`src/rtl/fetch_ctrl_pkg.sv`:
```
// Shared types and default widths for the fetch control unit.
package fetch_ctrl_pkg;

   localparam int AW_DEF    = 8;
   localparam int CNT_W_DEF = 16;

   typedef enum logic [1:0] {IDLE, BOOT, RUN, HALTED} state_t;

   typedef enum logic [1:0] {BR_ALWAYS, BR_Z, BR_NZ, BR_C} br_type_t;

endpackage

```
`src/rtl/fetch_ctrl_if.sv`:
```
// Control-to-fetch bus: the controller (master) drives start/branch/halt, the fetch unit returns its PC.
interface fetch_ctrl_if
   import fetch_ctrl_pkg::*;
#(
   parameter int AW = AW_DEF
);

   logic          start;
   logic [AW-1:0] start_addr;
   logic          branch;
   logic [AW-1:0] target;
   logic          taken;
   logic          halt;
   logic [AW-1:0] pc;

   modport master (
      output start, start_addr, branch, target, taken, halt,
      input  pc
   );

   modport slave (
      input  start, start_addr, branch, target, taken, halt,
      output pc
   );

endinterface

```
`src/rtl/fetch_ctrl_unit_branch_cond_eval.sv`:
```
// Combinational branch condition: decides whether a branch of the given type fires under the ALU flags.
module branch_cond_eval
   import fetch_ctrl_pkg::*;
(
   input  br_type_t br_type,
   input  logic     flag_z,
   input  logic     flag_c,
   output logic     cond
);

   always_comb begin
      cond = 1'b0;
      case (br_type)
         BR_ALWAYS: cond = 1'b1;
         BR_Z:      cond = flag_z;
         BR_NZ:     cond = ~flag_z;
         BR_C:      cond = flag_c;
         default:   cond = 1'b0;
      endcase
   end

endmodule

```
`src/rtl/fetch_ctrl_unit.sv`:
```
// Fetch control unit: boot sequencing, branch resolution, halt and squash generation.
// Optional taken-branch statistics counter enabled by defining BR_STATS_EN.
module fetch_ctrl_unit
   import fetch_ctrl_pkg::*;
#(
   parameter int AW    = AW_DEF,
   parameter int CNT_W = CNT_W_DEF
)(
   input  logic              f_clk,
   input  logic              f_rst_n,
   input  logic              go,
   input  logic [AW-1:0]     boot_addr,
   input  logic              br_valid,
   input  logic [1:0]        br_type,
   input  logic [AW-1:0]     br_offset,
   input  logic              flag_z,
   input  logic              flag_c,
   input  logic              halt_instr,
   fetch_ctrl_if.master      fbus,
   output logic              squash,
   output logic [CNT_W-1:0]  taken_cnt
);

   state_t        state_q, state_d;
   logic [AW-1:0] start_addr_q, start_addr_d;
   logic          squash_q, squash_d;
   logic          cond;
   logic          in_run;
   logic          taken_w;

   branch_cond_eval u_cond (
      .br_type (br_type_t'(br_type)),
      .flag_z  (flag_z),
      .flag_c  (flag_c),
      .cond    (cond)
   );

   assign in_run  = (state_q == RUN);
   assign taken_w = in_run & br_valid & cond & ~halt_instr;

   always_comb begin
      state_d      = state_q;
      start_addr_d = start_addr_q;
      squash_d     = taken_w;
      case (state_q)
         IDLE, HALTED: begin
            if (go) begin
               state_d      = BOOT;
               start_addr_d = boot_addr;
            end
         end
         BOOT:    state_d = RUN;
         RUN:     if (halt_instr) state_d = HALTED;
         default: state_d = IDLE;
      endcase
   end

   always_ff @(posedge f_clk) begin
      if (!f_rst_n) begin
         state_q      <= IDLE;
         start_addr_q <= '0;
         squash_q     <= 1'b0;
      end else begin
         state_q      <= state_d;
         start_addr_q <= start_addr_d;
         squash_q     <= squash_d;
      end
   end

   // Branch outputs are only meaningful while running; forced quiet elsewhere.
   assign fbus.start      = (state_q == BOOT);
   assign fbus.start_addr = start_addr_q;
   assign fbus.branch     = in_run & br_valid;
   assign fbus.target     = in_run ? (fbus.pc + br_offset) : '0;
   assign fbus.taken      = taken_w;
   assign fbus.halt       = (state_q == HALTED);
   assign squash          = squash_q;

`ifdef BR_STATS_EN
   logic [CNT_W-1:0] taken_cnt_q, taken_cnt_d;

   always_comb begin
      taken_cnt_d = taken_cnt_q;
      if ((state_q != BOOT) && (state_d == BOOT))
         taken_cnt_d = '0;
      else if (taken_w && (taken_cnt_q != {CNT_W{1'b1}}))
         taken_cnt_d = taken_cnt_q + {{(CNT_W-1){1'b0}}, 1'b1};
   end

   always_ff @(posedge f_clk) begin
      if (!f_rst_n) taken_cnt_q <= '0;
      else          taken_cnt_q <= taken_cnt_d;
   end

   assign taken_cnt = taken_cnt_q;
`else
   assign taken_cnt = '0;
`endif

endmodule

```
`src/flat_wrapper.sv`:
```
// flat-port wrapper written by rule: the top's interface ports become plain ports
module fetch_ctrl_unit_flat import fetch_ctrl_pkg::*;
#(
   parameter int AW    = AW_DEF,
   parameter int CNT_W = CNT_W_DEF
)
  (f_clk, f_rst_n, go, boot_addr, br_valid, br_type, br_offset, flag_z, flag_c, halt_instr, squash, taken_cnt, fbus_start, fbus_start_addr, fbus_branch, fbus_target, fbus_taken, fbus_halt, fbus_pc);
  fetch_ctrl_if #(.AW(AW)) fbus_i ();
  input  logic f_clk;
  input  logic f_rst_n;
  input  logic go;
  input  logic [AW-1:0] boot_addr;
  input  logic br_valid;
  input  logic [1:0] br_type;
  input  logic [AW-1:0] br_offset;
  input  logic flag_z;
  input  logic flag_c;
  input  logic halt_instr;
  output logic squash;
  output logic [CNT_W-1:0] taken_cnt;
  output wire logic [$bits(fbus_i.start)-1:0] fbus_start;
  output wire logic [$bits(fbus_i.start_addr)-1:0] fbus_start_addr;
  output wire logic [$bits(fbus_i.branch)-1:0] fbus_branch;
  output wire logic [$bits(fbus_i.target)-1:0] fbus_target;
  output wire logic [$bits(fbus_i.taken)-1:0] fbus_taken;
  output wire logic [$bits(fbus_i.halt)-1:0] fbus_halt;
  input wire logic [$bits(fbus_i.pc)-1:0] fbus_pc;
  assign fbus_start = fbus_i.start;
  assign fbus_start_addr = fbus_i.start_addr;
  assign fbus_branch = fbus_i.branch;
  assign fbus_target = fbus_i.target;
  assign fbus_taken = fbus_i.taken;
  assign fbus_halt = fbus_i.halt;
  assign fbus_i.pc = fbus_pc;
  fetch_ctrl_unit #(.AW(AW), .CNT_W(CNT_W)) u_core (.f_clk(f_clk), .f_rst_n(f_rst_n), .go(go), .boot_addr(boot_addr), .br_valid(br_valid), .br_type(br_type), .br_offset(br_offset), .flag_z(flag_z), .flag_c(flag_c), .halt_instr(halt_instr), .fbus(fbus_i), .squash(squash), .taken_cnt(taken_cnt));
endmodule
```
`config.mk`:
```
export PLATFORM = sky130hd
export DESIGN_NAME = fetch_ctrl_unit_flat
export DESIGN_NICKNAME = d
export VERILOG_FILES = /design/src/rtl/fetch_ctrl_pkg.sv /design/src/rtl/fetch_ctrl_if.sv /design/src/rtl/fetch_ctrl_unit_branch_cond_eval.sv /design/src/rtl/fetch_ctrl_unit.sv /design/src/flat_wrapper.sv
export SDC_FILE = /design/constraint.sdc
export NUM_CORES = 1
export LEC_CHECK = 0
export CORE_MARGIN = 4
export CORE_UTILIZATION = 35
export CTS_BUF_LIST = sky130_fd_sc_hd__clkbuf_2 sky130_fd_sc_hd__clkbuf_4 sky130_fd_sc_hd__clkbuf_8
export DETAILED_ROUTE_END_ITERATION = 7
export PLACE_DENSITY = 0.82
export SETUP_SLACK_MARGIN = 0.02
export SYNTH_ARGS = -nofsm -noshare
export SYNTH_HDL_FRONTEND = slang
export SYNTH_SLANG_ARGS = --single-unit
```
`constraint.sdc`:
```
create_clock -name f_clk -period 2.7 [get_ports f_clk]
set_input_delay 0.54 -clock f_clk [delete_from_list [all_inputs] [get_ports f_clk]]
set_output_delay 0.54 -clock f_clk [all_outputs]
set_load 0.005 [all_outputs]
```
* Yosys cells after proc, flatten, opt, wreduce, memory -nomap -nowiden
Cells that the tools add are included.
Operators by class: $add $sub $neg 1, equal/unequal tests 8, multiplexer cells 5, bitwise logic cells 5, reduce and logical (&&, ||, !) cells 5
Operator list (count):
- 8-bit adder | 1
- 2-bit equality test (second input constant) | 4
- 8-bit 2-to-1 mux | 1
- 2-bit one-hot mux with 3 select lines | 1
- 2-bit by 1-bit equality test with 1-bit output (second input constant) | 2
- 2-bit zero test | 2
- 2-bit 2-to-1 mux | 2
- 2-bit inequality test (second input constant) | 2
- 1-bit one-hot mux with 4 select lines | 1
- 2-bit AND reduction | 2
- 1-bit AND | 3
- 1-bit NOT | 2
- 2-bit OR reduction | 1
Storage, ports and cells: flip-flop bits (word level) 11, input bits 33, output and inout bits 37, word-level logic and storage cells 27

* Depth between registers and ports, before layout
Gate-level depths: netlist of the first run.
depth in word-level cells 4, mapped depth 7

* Modules after synthesis
From an unflattened synthesis of the first run, not the netlist that was laid out.
Second synthesis, totals: cell total of the unflattened synthesis 120, area total of the unflattened synthesis 972.2 um^2
By module, submodules not included:
- fetch_ctrl_unit | times used 1, cells an instance 117, area each 948.4 um^2, sequential area each 220.2 um^2
- branch_cond_eval | times used 1, cells an instance 3, area each 23.8 um^2, sequential area each 0.0 um^2

* Least setup slack after synthesis of the first run
Ideal clock, no wire load.
path kind input port to output port, start in fbus_pc[4], end out fbus_target[7], arrival time 1.780 ns, data required time 2.160 ns, slack 0.380 ns, cell stages on the path 5, path through ha_1 -> a21o_1 -> a31o_1 -> or3_1 -> a21boi_1
Between the ends: cells in the longest elaborated chain, start to end 2
Ends and longest elaborated chain:
- from (decl) | RTL line flat_wrapper.sv:27 | input wire logic [$bits(fbus_i.pc)-1:0] fbus_pc;
- 8-bit adder | RTL line fetch_ctrl_unit.sv:74 | assign fbus.target = in_run ? (fbus.pc + br_offset) : '0;
- 8-bit 2-to-1 mux | RTL line fetch_ctrl_unit.sv:74
- to (decl) | RTL line flat_wrapper.sv:24 | output wire logic [$bits(fbus_i.target)-1:0] fbus_target;
Every way passes these cells.

* Worst setup path after layout of the first run
start in flag_z, end out fbus_taken
Between the ends: cells in the longest elaborated chain, start to end 4
Ends and longest elaborated chain:
- from (decl) | RTL line flat_wrapper.sv:16 | input logic flag_z;
- 1-bit NOT | RTL line fetch_ctrl_unit_branch_cond_eval.sv:16 | BR_NZ: cond = ~flag_z;
- 1-bit one-hot mux with 4 select lines (*) | RTL line fetch_ctrl_unit_branch_cond_eval.sv:13 | case (br_type)
- 1-bit AND (*) (2 in a row) | RTL line fetch_ctrl_unit.sv:39 | assign taken_w = in_run & br_valid & cond & ~halt_instr;
- to (decl) | RTL line flat_wrapper.sv:25 | output wire logic [$bits(fbus_i.taken)-1:0] fbus_taken;
Every way passes the cells marked *; elsewhere a longest branch is shown, timed or not.

==> run metrics, run 1 <==
Initial Util=0.379; first-pass GRT wire length=4.51 mm; CTS buffer count=3; overall overflow remaining after global route=0; Power, Total=850 µW; WS Path Type=input port to output port; max_cap viols=0; mapped cell area=963 µm²; Site Rows=18; Worst VDD drop=0.396 mV; Worst Setup Slack, final=0.0955 ns; area delta synth->final=77.1%; Syn. warnings=0; final core utilization=0.671; core box area=2540 µm²; I/O Pins=70; most numerous cell on the critical path=clkdlybuf4s50_1; clk buf depth=2; drt via density=5.05; Lkg Pwr=0.000790 µW; TritonCTS clock tree=yes; FFs w/ async S/R, synth=0; dpl hpwl=2.34 mm; crit-path max cell delay=0.55 ns; Cell Chain, Critical Path=clkdlybuf4s50_1 -> mux2i_1 -> a31oi_1 -> nor3b_1 -> clkdlybuf4s50_1; # diodes=0; predominant post-synthesis flop cell=dfxtp_1; number of flops mapped to enable cells by yosys=0; Pre-antenna DRT Iters=4; FMAX=0.384 GHz; via count of the routed design=1081; Mapped Cells=119; Setup TNS Final=0 ns; RSZ-0062 raised after global routing=no; die area=3660 µm²; Critical-path top delay cell=clkdlybuf4s50_1; clk sinks=11; Placement Setup Slack=-0.616 ns; sequential share of the synthesized area=0.229; htree depth=1; GP Congestion=0.795; proportion of layout cells with a drive suffix above 1=0.217; initial antenna violation count=0; DRT iter0 DRCs=31; Worst-Skew Late Latency=0.27 ns; Slew Limit Fails=0; PortBufs=53; register bit total from synthesis=11; Fill cells=211; pin count of the biggest net entering global routing=13; Total GRT Usage=0.162; minimum clock period=2.60 ns; Arrival @ worst endpoint=2.06 ns; Worst Hold Class=flop to flop; status=completed; Crit path max-delay family=buffers and inverters; DRC=0; Setup Skew=0.00368 ns; Die W=60.5 µm; crit path launch type=input port; Final nets=230; Synth Area per Inst=8.10 µm²; routed length per instance=14.9 µm; Routed Antenna Nets=0; pwr dens=498 nW/µm²; number of global-route vias before repair=1079; critical-path maximum fanout=2; Unique masters post-synth=32; Die Height=60.5 µm; Worst Setup End Kind=output port; routed wire length=3.18 mm; Final Hold Viols=0; Buf/Inv on CP=2; required time worst endpoint=2.16 ns; final setup fails=0; fin crit share=0.965; CTS root buf=clkbuf_4; clock transition at the registers of the reported paths=0.06 ns
[synth_stat cells (all sizes together), types with 2 or more instances]
library cell / n / share of area
buf: 16 / 0.12
dfxtp: 11 / 0.23
ha: 11 / 0.14
nand2: 11 / 0.043
a21boi: 9 / 0.070
nand3: 9 / 0.047
and2: 7 / 0.045
o21ai: 5 / 0.026
a21o: 4 / 0.031
a21oi: 4 / 0.021
clkbuf: 4 / 0.016
inv: 4 / 0.016
a211oi: 2 / 0.016
a31oi: 2 / 0.013
nand4: 2 / 0.013
nor3: 2 / 0.010
xnor2: 2 / 0.018
[layout make-up]
class	instances	area, µm²	area share
clock buffers	4	30.0	0.0176
inverters	4	15.0	0.00880
multi-input cells	99	782	0.458
flip-flops and latches	11	220	0.129
well taps	30	37.5	0.0220
repair buffers	66	622	0.364
[tightest hold or removal path: stages, from the launching register on]
cell      delay [ns]
dfxtp_1         0.31
nand2_1         0.04
a21boi_0        0.07
[metrics by stage]
step | hold WS, ns | cell area [µm²] | std cells
2_1_floorplan | 0.460 | 1020 | 134
3_3_place_gp | 0.452 | 1530 | 207
3_5_place_dp | 0.460 | 1530 | 207
4_1_cts | 0.469 | 1620 | 213
5_1_grt | 0.512 | 1710 | 214
6_report | 0.469 | 1710 | 214
[logic make-up (layout without fill, tap and decap cells)]
family                     after synthesis  after routing  share of synthesized area
AOI/OAI and AO/OA                       31             31                      0.221
xor gates and xnor gates                 3              3                     0.0273
adders and majority gates               12             12                      0.164
buffers and inverters                   24             74                      0.156
DFF                                     11             11                      0.229
muxes                                    1              1                     0.0104
other                                    1             16                    0.00389
and+or+nand+nor                         36             36                      0.190
[flip-flops by register name, indices dropped and copies added (netlist names)]
register,count
u_core.state_q,2
u_core.squash,1
u_core.fbus.start_addr,8
[cells in the final DEF (no fill, tap or decap), types with 2 or more instances in the layout]
master	count
ha_1	3
clkbuf_4	4
ha_2	2
dfxtp_1	11
clkdlybuf4s50_1	33
conb_1	16
buf_2	2
buf_6	2
a21boi_0	8
nand4_1	2
ha_4	6
a21o_1	4
o21ai_0	4
a21oi_2	2
and2_1	7
nand3_1	8
dlymetal6s2s_1	7
a31oi_1	2
nand2_1	11
dlygate4sd2_1	6
buf_4	11
clkbuf_2	3
inv_1	4
xnor2_1	2
[power breakdown]
part           switching, µW  leakage, µW  internal [µW]
clock network           56.8    0.0000184           67.4
registers               29.5    0.0000903            203
logic                    225     0.000681            268
total                    312     0.000790            539
[worst paths after layout]
path	start	end	slack, ns	cells past startpoint
max	flag_z	fbus_taken	0.1	5
min	u_core.fbus.start_addr[6]	u_core.fbus.start_addr[6]	0.47	2
min reg2reg	u_core.fbus.start_addr[6]	u_core.fbus.start_addr[6]	0.47	2
max reg2reg	u_core.state_q[0]	u_core.fbus.start_addr[5]	1.23	5
[metal layers]
layer	share of wire	up-vias	routed length [µm]	GRT usage
li1	-	515	-	-
met1	0.33	499	1060	0.150
met2	0.54	62	1710	0.336
met3	0.12	5	370	0.0319
met4	0.014	0	44	0.0619
met5	0	-	0	0
[repair_timing]
action                                  CTS  global route
endpoints found under the setup margin    7             7
resized for setup                        33            28
hold buffers                              0             0
pin swaps                                14            15
buffers inserted                          2             1
No activity file was read; power rests on OpenSTA's default activity.
==> inputs of run 2 (changes only) <==
--- a/config.mk
+++ b/config.mk
@@ -8,9 +8,11 @@
 export CORE_MARGIN = 4
 export CORE_UTILIZATION = 35
 export CTS_BUF_LIST = sky130_fd_sc_hd__clkbuf_2 sky130_fd_sc_hd__clkbuf_4 sky130_fd_sc_hd__clkbuf_8
+export CTS_CLUSTER_DIAMETER = 50
 export DETAILED_ROUTE_END_ITERATION = 7
 export PLACE_DENSITY = 0.82
 export SETUP_SLACK_MARGIN = 0.02
 export SYNTH_ARGS = -nofsm -noshare
 export SYNTH_HDL_FRONTEND = slang
 export SYNTH_SLANG_ARGS = --single-unit
+export TNS_END_PERCENT = 10
==> run 2 against run 1 <==
- setup slack got worse by 0.025 ns
- utilization rose by 0.84 points
- non-clock buffer count rose by 3
- power rose by 0.46%
- first-iteration DRC count fell by 13%
- final cell count rose by 1.4%
- global-route usage fell by 0.92 points
- routed wire length rose by 2.0%
- combinational power rose by 1%
- fmax fell by 0.93%
- clock power barely moved
- die area did not move
==> run metrics, run 2 (same netlist as run 1, synthesis figures left out) <==
status=completed; Pre-antenna DRT Iters=4; number of global-route vias before repair=1062; FMAX=0.380 GHz; final core utilization=0.679; Die W=60.5 µm; DRC=0; Worst Setup End Kind=output port; # hold bufs at CTS=0; Psw=312 µW; Worst Hold Class=flop to flop; CTS buffer count=3; core box area=2540 µm²; internal power=542 µW; TritonCTS clock tree=yes; Die Height=60.5 µm; hold depth=2; part of the power in registers=0.271; dpl hpwl=2.34 mm; WS Path Type=input port to output port; crit path launch type=input port; part of the power in the clock network=0.144; clk sinks=11; Lkg Pwr=0.000830 µW; routed wire length=3.25 mm; Total GRT Usage=0.152; required time worst endpoint=2.16 ns; htree depth=1; Final nets=233; area delta synth->final=79.4%; combinational share of power=0.585; pwr dens=494 nW/µm²; max_cap viols=0; Worst Hold Margin=0.469 ns; RSZ-0062 raised after global routing=yes; Routed Antenna Nets=0; via count of the routed design=1085; routed length per instance=15.0 µm; I/O Pins=70; die area=3660 µm²; CTS root buf=clkbuf_4; critical-path maximum fanout=2; pin count of the biggest net entering global routing=13; Final Hold Viols=0; Worst Setup Slack, final=0.0709 ns; minimum clock period=2.63 ns; PortBufs=53; Setup TNS Final=0 ns; overall overflow remaining after global route=0; Placement Setup Slack=-0.616 ns; final setup fails=0; r2r setup slk=1.23 ns; Setup Skew=0.00275 ns; clock transition at the registers of the reported paths=0.07 ns; R2R cell count=5; initial antenna violation count=0; first-pass GRT wire length=4.27 mm; # diodes=0; Slew Limit Fails=0; proportion of layout cells with a drive suffix above 1=0.214; Site Rows=18; fin crit share=0.974; Arrival @ worst endpoint=2.09 ns; Initial Util=0.379; DRT iter0 DRCs=27; clk buf depth=2; most frequent cells in the layout=clkdlybuf4s50_1 (33), conb_1 (16), buf_4 (13); commonest non-fill, non-tap cell in the layout=clkdlybuf4s50_1; drt via density=5.00; Worst-Skew Late Latency=0.27 ns; Power, Total=854 µW; Sw Ratio=0.365; Fill cells=217; number of flip-flops in the largest register=8; GP Congestion=0.795; Worst VDD drop=0.405 mV
run 2: path summary, 6_finish.rpt:
path / endpoint / start
setup reg to reg: u_core.fbus.start_addr[5] / u_core.state_q[0]
hold reg to reg: u_core.fbus.start_addr[6] / u_core.fbus.start_addr[6]
setup / recovery: fbus_target[4] / fbus_pc[1]
hold / removal: u_core.fbus.start_addr[6] / u_core.fbus.start_addr[6]
run 2: metal layers:
metal	GRT usage	vias to the layer above	wire, µm
met5	0	-	0
met4	0.0774	0	57
met3	0.0404	7	397
met2	0.309	66	1700
met1	0.135	490	1090
li1	-	522	-
run 2: cell type report:
type	count	area [µm²]	area share
Sequential cell	11	220	0.127
Inverter	4	15.0	0.00869
Clock buffer	4	30.0	0.0174
Multi-Input combinational cell	99	767	0.444
Tap cell	30	37.5	0.0217
Timing Repair Buffer	69	658	0.381
run 2: through the flow:
step	cells	cell area, µm²
after floorplan	134	1020
after global placement	207	1530
after detailed placement	207	1530
after CTS	213	1570
after global routing	217	1730
final	217	1730
run 2: worst max-delay path, cell delays in order:
cell	delay [ns]
clkdlybuf4s15_1	0.19
buf_4	0.14
fa_2	0.34
a21o_1	0.21
buf_6	0.12
a21oi_4	0.15
xnor2_2	0.13
and2_1	0.16
buf_2	0.11
run 2: repair_timing:
item / CTS / global route
pin swaps: 9 / 17
resized for setup: 21 / 37
endpoints found under the setup margin: 7 / 5
buffers inserted: 2 / 4
run 2: power groups by stage:
stage | clock (µW) | sequential [µW] | combinational, µW
finish | 123 | 232 | 500
global route | 134 | 236 | 555
CTS | 125 | 231 | 454
detailed placement | 0 | 235 | 461
global placement | 0 | 232 | 445
floorplan | 0 | 233 | 233
==> inputs of run 3 (changes only) <==
--- a/config.mk
+++ b/config.mk
@@ -6,11 +6,11 @@
 export NUM_CORES = 1
 export LEC_CHECK = 0
 export CORE_MARGIN = 4
-export CORE_UTILIZATION = 35
+export CORE_UTILIZATION = 32
 export CTS_BUF_LIST = sky130_fd_sc_hd__clkbuf_2 sky130_fd_sc_hd__clkbuf_4 sky130_fd_sc_hd__clkbuf_8
 export CTS_CLUSTER_DIAMETER = 50
 export DETAILED_ROUTE_END_ITERATION = 7
-export PLACE_DENSITY = 0.82
+export PLACE_DENSITY = 0.79
 export SETUP_SLACK_MARGIN = 0.02
 export SYNTH_ARGS = -nofsm -noshare
 export SYNTH_HDL_FRONTEND = slang
==> constraint.sdc (replaced) <==
create_clock -name f_clk -period 2.3 [get_ports f_clk]
set_input_delay 0.46 -clock f_clk [delete_from_list [all_inputs] [get_ports f_clk]]
set_output_delay 0.46 -clock f_clk [all_outputs]
set_load 0.005 [all_outputs]
==> run 3 against run 2 <==
- the flow now finishes with violations (negative setup slack)
- flip-flop and latch count unchanged
- sequential share of layout area rose by 0.41 points
- clock-buffer cell count unchanged
- routed wire length fell by 4.8%
- final cell count down 0.92%
- final area down 2.5%
- power is 17% higher
- setup slack lost 0.16 ns
- clock skew increased by 0.0039 ns
- via count down 4.5%
- sequential power up 18%
- combinational power grew 16%
==> run metrics, run 3 (same netlist as run 1, synthesis figures left out) <==
status=complete, but fails checks; number of global-route vias before repair=995; drt via density=4.82; failing checks=negative setup slack; Worst VDD drop=0.228 mV; Hold Path Origin=u_core.fbus.start_addr[1]; commonest non-fill, non-tap cell in the layout=clkdlybuf4s50_1; GP Congestion=0.861; crit path launch type=input port; RR Endpoint=u_core.fbus.start_addr[0]; FMAX=0.419 GHz; minimum clock period=2.39 ns; GR Util met3=0.0378; Cell Chain, Critical Path=buf_6 -> ha_4 -> fa_2 -> a21o_1 -> buf_6 -> a21oi_4 -> xnor2_1 -> and2_1 -> buf_2; area delta synth->final=74.8%; Worst Hold Class=flop to flop; crit-path max cell delay=0.34 ns; Final nets=230; Die W=62.9 µm; critical-path maximum fanout=2; CTS root buf=clkbuf_4; Crit Reg-Reg Startpoint=u_core.state_q[0]; pwr dens=594 nW/µm²; DRC=0; Routed Antenna Nets=0; most frequent cells in the layout=clkdlybuf4s50_1 (31), conb_1 (16), nand2_1 (11); Setup Skew=0.00668 ns; Final Hold Viols=0; grt met2 use=0.258; Setup TNS Final=-0.170 ns; fin crit share=1.04; GR Util met1=0.169; busiest grt layer=met2; Pre-antenna DRT Iters=4; routed wire length=3.09 mm; clk buf depth=2; clock transition at the registers of the reported paths=0.07 ns; hold depth=2; routed length per instance=14.4 µm; first-pass GRT wire length=4.79 mm; core box area=2810 µm²; design area=1680 µm²; max_cap viols=0; Slew Limit Fails=0; Critical-path top delay cell=fa_2; most numerous cell on the critical path=buf_6; initial antenna violation count=0; worst hold endpoint=u_core.fbus.start_addr[1]; clk sinks=11; number of flip-flops in the largest register=8; Arrival @ worst endpoint=1.93 ns; proportion of layout cells with a drive suffix above 1=0.234; Die Height=62.9 µm; RSZ-0062 raised after global routing=yes; htree depth=1; Site Rows=19; PortBufs=53; Placement Setup Slack=-0.857 ns; via count of the routed design=1036; Worst Setup Slack, final=-0.0859 ns; final setup fails=3; Total GRT Usage=0.148; WS Path Type=input port to output port; required time worst endpoint=1.84 ns; dpl hpwl=2.28 mm; TritonCTS clock tree=yes; Worst Setup End Kind=output port; Initial Util=0.343; Power, Total=1000 µW; DP Area=1520 µm²; CTS buffer count=3; overall overflow remaining after global route=0; die area=3950 µm²; pin count of the biggest net entering global routing=12; Worst-Skew Late Latency=0.28 ns; r2r setup slk=0.80 ns; Lkg Pwr=0.000744 µW; I/O Pins=70; R2R cell count=5; # diodes=0; DRT iter0 DRCs=34
[run 3: cell count changes in the layout (fill, tap and decap cells not counted), sizes merged]
| cell | before | now |
|---|---|---|
| buf | 18 | 23 |
| clkbuf | 7 | 4 |
| clkdlybuf4s15 | 2 | 6 |
| dlygate4sd2 | 3 | 6 |
| dlymetal6s2s | 10 | 0 |
| clkdlybuf4s50 | 33 | 31 |
[run 3: cell type report]
type / count / area [µm²]
clock buffers: 4 / 30.0
fillers: 241 / 1120
inverters: 4 / 15.0
multi-input cells: 99 / 783
flip-flops and latches: 11 / 221
well taps: 31 / 38.8
repair buffers: 66 / 596
[run 3: metal layers]
metal,vias to the layer above,wire length [µm]
li1,514,-
met5,-,0
met3,8,195
met1,474,1210
met4,0,95
met2,40,1580
[run 3: how the worst max path moves through the flow]
stage / slack (ns) / from / depth (start not counted) / endpoint
detailed placement: -0.86 / fbus_pc[1] / 7 / fbus_target[7]
CTS: -0.06 / fbus_pc[0] / 9 / fbus_target[4]
finish: -0.09 / fbus_pc[0] / 9 / fbus_target[4]
global route: -0.16 / br_offset[2] / 8 / fbus_target[6]
global placement: -0.83 / fbus_pc[1] / 7 / fbus_target[7]
floorplan: 0.14 / fbus_pc[4] / 5 / fbus_target[7]
[run 3: where the power goes]
group	internal [µW]	total, µW	switching [µW]
combinational	311	579	268
sequential	240	274	34.4
clock	79.1	148	68.6
total	629	1000	371
[run 3: critical path, delay by kind of cell]
kind / cells / cell delay (ns)
AO/OA/AOI/OAI: 2 / 0.37
XOR/XNOR: 1 / 0.11
adder cells (fa/ha/maj): 2 / 0.50
buffers and inverters: 3 / 0.34
AND/OR/NAND/NOR: 1 / 0.15
[run 3: timing repair]
action	CTS	global route
pin swaps	21	7
resized for setup	78	7
setup endpoints to repair	8	5
setup buffers	4	0
hold buffers	0	0
cloned	0	0
[run 3: through the flow]
step,cells,util,hold WS [ns]
finish,215,0.600,0.466
floorplan,134,-,0.460
detailed placement,207,0.542,0.459
global route,215,0.600,0.502
CTS,215,0.592,0.471
global placement,207,0.542,0.449
==> edit, RTL diff (settings of run 3) <==
`CNT_W_DEF`: 16 -> 14.
--- a/src/rtl/fetch_ctrl_pkg.sv
+++ b/src/rtl/fetch_ctrl_pkg.sv
@@ -2,7 +2,7 @@
 package fetch_ctrl_pkg;
 
    localparam int AW_DEF    = 8;
-   localparam int CNT_W_DEF = 16;
+   localparam int CNT_W_DEF = 14;
 
    typedef enum logic [1:0] {IDLE, BOOT, RUN, HALTED} state_t;
 
Interface: changed (resized taken_cnt); port bits go from 70 to 68. No check against the original RTL was run, so the function may have changed too.
==> edit against run 3 <==
The flow still finishes with violations (setup timing); sequential power about the same; worst setup slack gained 0.048 ns; global-route usage is 0.24 points higher; synthesized area shrank 1.6%; routed wire length down 3.2%; design area decreased by 1.0%; worst hold slack about the same; total power fell by 1.9%; count of clock-buffer cells in the layout unchanged; critical path type unchanged; sequential cell count unchanged; critical endpoint unchanged; sequential share of layout area is 0.14 points higher; synthesized cell count is 1.7% lower.
==> edit: results (changes against run 3) <==
* Violated checks: setup timing
* Share of final-layout standard cells stronger than drive strength 1 at 26.1% (+2.7 points)
* Area after DPL at 1510 um2 (-0.49%)
* Run status: finished with violations
* Number of buffer cells added on primary ports at 53 (unchanged)
* Crit-path max FO at 2 (unchanged)
* Number of flip-flops in the largest register at 8 (unchanged)
* Initial antenna violation count at 0 (unchanged)
* IR Drop Worst-Case VDD at 0.268 mV (+18%)
* Unique cell type count in the Yosys netlist at 32 (unchanged)
* Pre-CTS setup slack at -0.906 ns (-0.0491 ns)
* Worst-case hold slack at 0.466 ns (+0.000192 ns)
* Crit path DAT at 1.88 ns (-0.05 ns)
* # resized after CTS at 73 (-6.4%)
* Placed cells at 205 (-0.97%)
* Hold WC Path Type: reg -> reg
* DR vias at 1,030 (-0.58%)
* Routability-driven placement congestion ratio at 0.886 (+3.0%)
* Filler cells at 247 (+2.5%)
* Met1 Wirelength at 1150 um (-5.6%)
* Met2 layer usage reported by global route at 27.3% (+1.5 points)
* Detailed-routing iteration count for the pre-antenna-repair pass at 4 (unchanged)
* Switching Fraction at 36.2% (-0.90 points)
* Reg-to-Reg End: u_core.fbus.start_addr[4]
* Avg Inst Size Synth at 8.11 um2 (+0.12%)
* Worst-skew pair later-pin latency at 0.26 ns (-0.02 ns)
* Via-per-instance ratio at 4.79 (-0.58%)
* Root buffer selected by CTS: sky130_fd_sc_hd__clkbuf_4
* Skew final at 0.00298 ns (-0.00370 ns)
* Sequential cell area fraction in the yosys report at 23.2% (+0.36 points)
* Global router's overall resource usage at 15.0% (+0.24 points)
* WL per Instance at 13.9 um (-3.2%)
* Top post-synthesis cells by area: sky130_fd_sc_hd__dfxtp_1 (23%), sky130_fd_sc_hd__ha_1 (15%), sky130_fd_sc_hd__buf_4 (11%)
* Number of endpoints failing setup at the final stage at 2 (-1)
* Total leakage power at 0.739 nW (-0.62%)
* Total length of routed met3 wires at 176 um (-9.7%)
* Half-perimeter wire length after placement at 2250 um (-1.3%)
* Setup TNS after final layout at -0.0408 ns (+0.129 ns)
* Met2 wire length at 1600 um (+0.76%)
* Combinational share of power at 57.9% (about the same)
* Top cells by instance count after synthesis: sky130_fd_sc_hd__buf_4 (14), sky130_fd_sc_hd__dfxtp_1 (11), sky130_fd_sc_hd__ha_1 (11), sky130_fd_sc_hd__nand2_1 (11), sky130_fd_sc_hd__nand3_1 (9)
* First-pass GRT wire length at 4820 um (+0.58%)
* P_comb at 0.568 mW (-2%)
* Fin worst setup slack at -0.0374 ns (+0.0485 ns)
* Met1 track utilization from global routing at 16.8% (-0.18 points)
* Synthesis-to-finish area growth at 75.7%
* Detailed router's first-iteration violation count at 12 (-65%)
* Part of the total power dissipated in sequential elements at 27.9% (+0.5 points)
* GR Util met3 at 4.68% (+0.90 points)
edit: changes by cell type after synthesis, sizes merged:
cell / change
buf: -2
edit: critical path, cell delays in order:
cell	delay (ns)
sky130_fd_sc_hd__buf_6	0.10
sky130_fd_sc_hd__ha_4	0.15
sky130_fd_sc_hd__fa_2	0.34
sky130_fd_sc_hd__a21o_1	0.21
sky130_fd_sc_hd__buf_6	0.12
sky130_fd_sc_hd__a21oi_4	0.11
sky130_fd_sc_hd__xnor2_1	0.13
sky130_fd_sc_hd__and2_1	0.15
sky130_fd_sc_hd__buf_2	0.11
edit: kinds of logic (layout without fill, tap and decap cells):
| logic type | after synthesis | in the layout | share of synthesized area (%) |
|---|---|---|---|
| compound gates | 31 | 31 | 22.4 |
| flops | 11 | 11 | 23.2 |
| mux | 1 | 1 | 1.06 |
| simple gates | 36 | 36 | 19.3 |
| buf+inv | 22 | 76 | 14.2 |
| xor+xnor | 3 | 3 | 2.77 |
| other cells | 1 | 14 | 0.395 |
| fa+ha+maj | 12 | 12 | 16.6 |
edit: cell type report:
cell class / instances / share of cell area (%)
multi-input cells: 97 / 46.5
repair buffers: 68 / 35.2
well taps: 31 / 2.33
flip-flops and latches: 11 / 13.3
inverters: 4 / 0.901
clock buffers: 4 / 1.80
edit: worst max-delay path by stage:
stage | startpoint | to | slack (ns) | cells past startpoint
2_1_floorplan | fbus_pc[4] | fbus_target[7] | 0.14 | 5
3_3_place_gp | fbus_pc[1] | fbus_target[7] | -0.84 | 7
3_5_place_dp | fbus_pc[1] | fbus_target[7] | -0.91 | 7
4_1_cts | fbus_pc[6] | fbus_target[7] | -0.08 | 7
5_1_grt | br_offset[0] | fbus_target[4] | -0.1 | 9
6_report | br_offset[0] | fbus_target[4] | -0.04 | 9
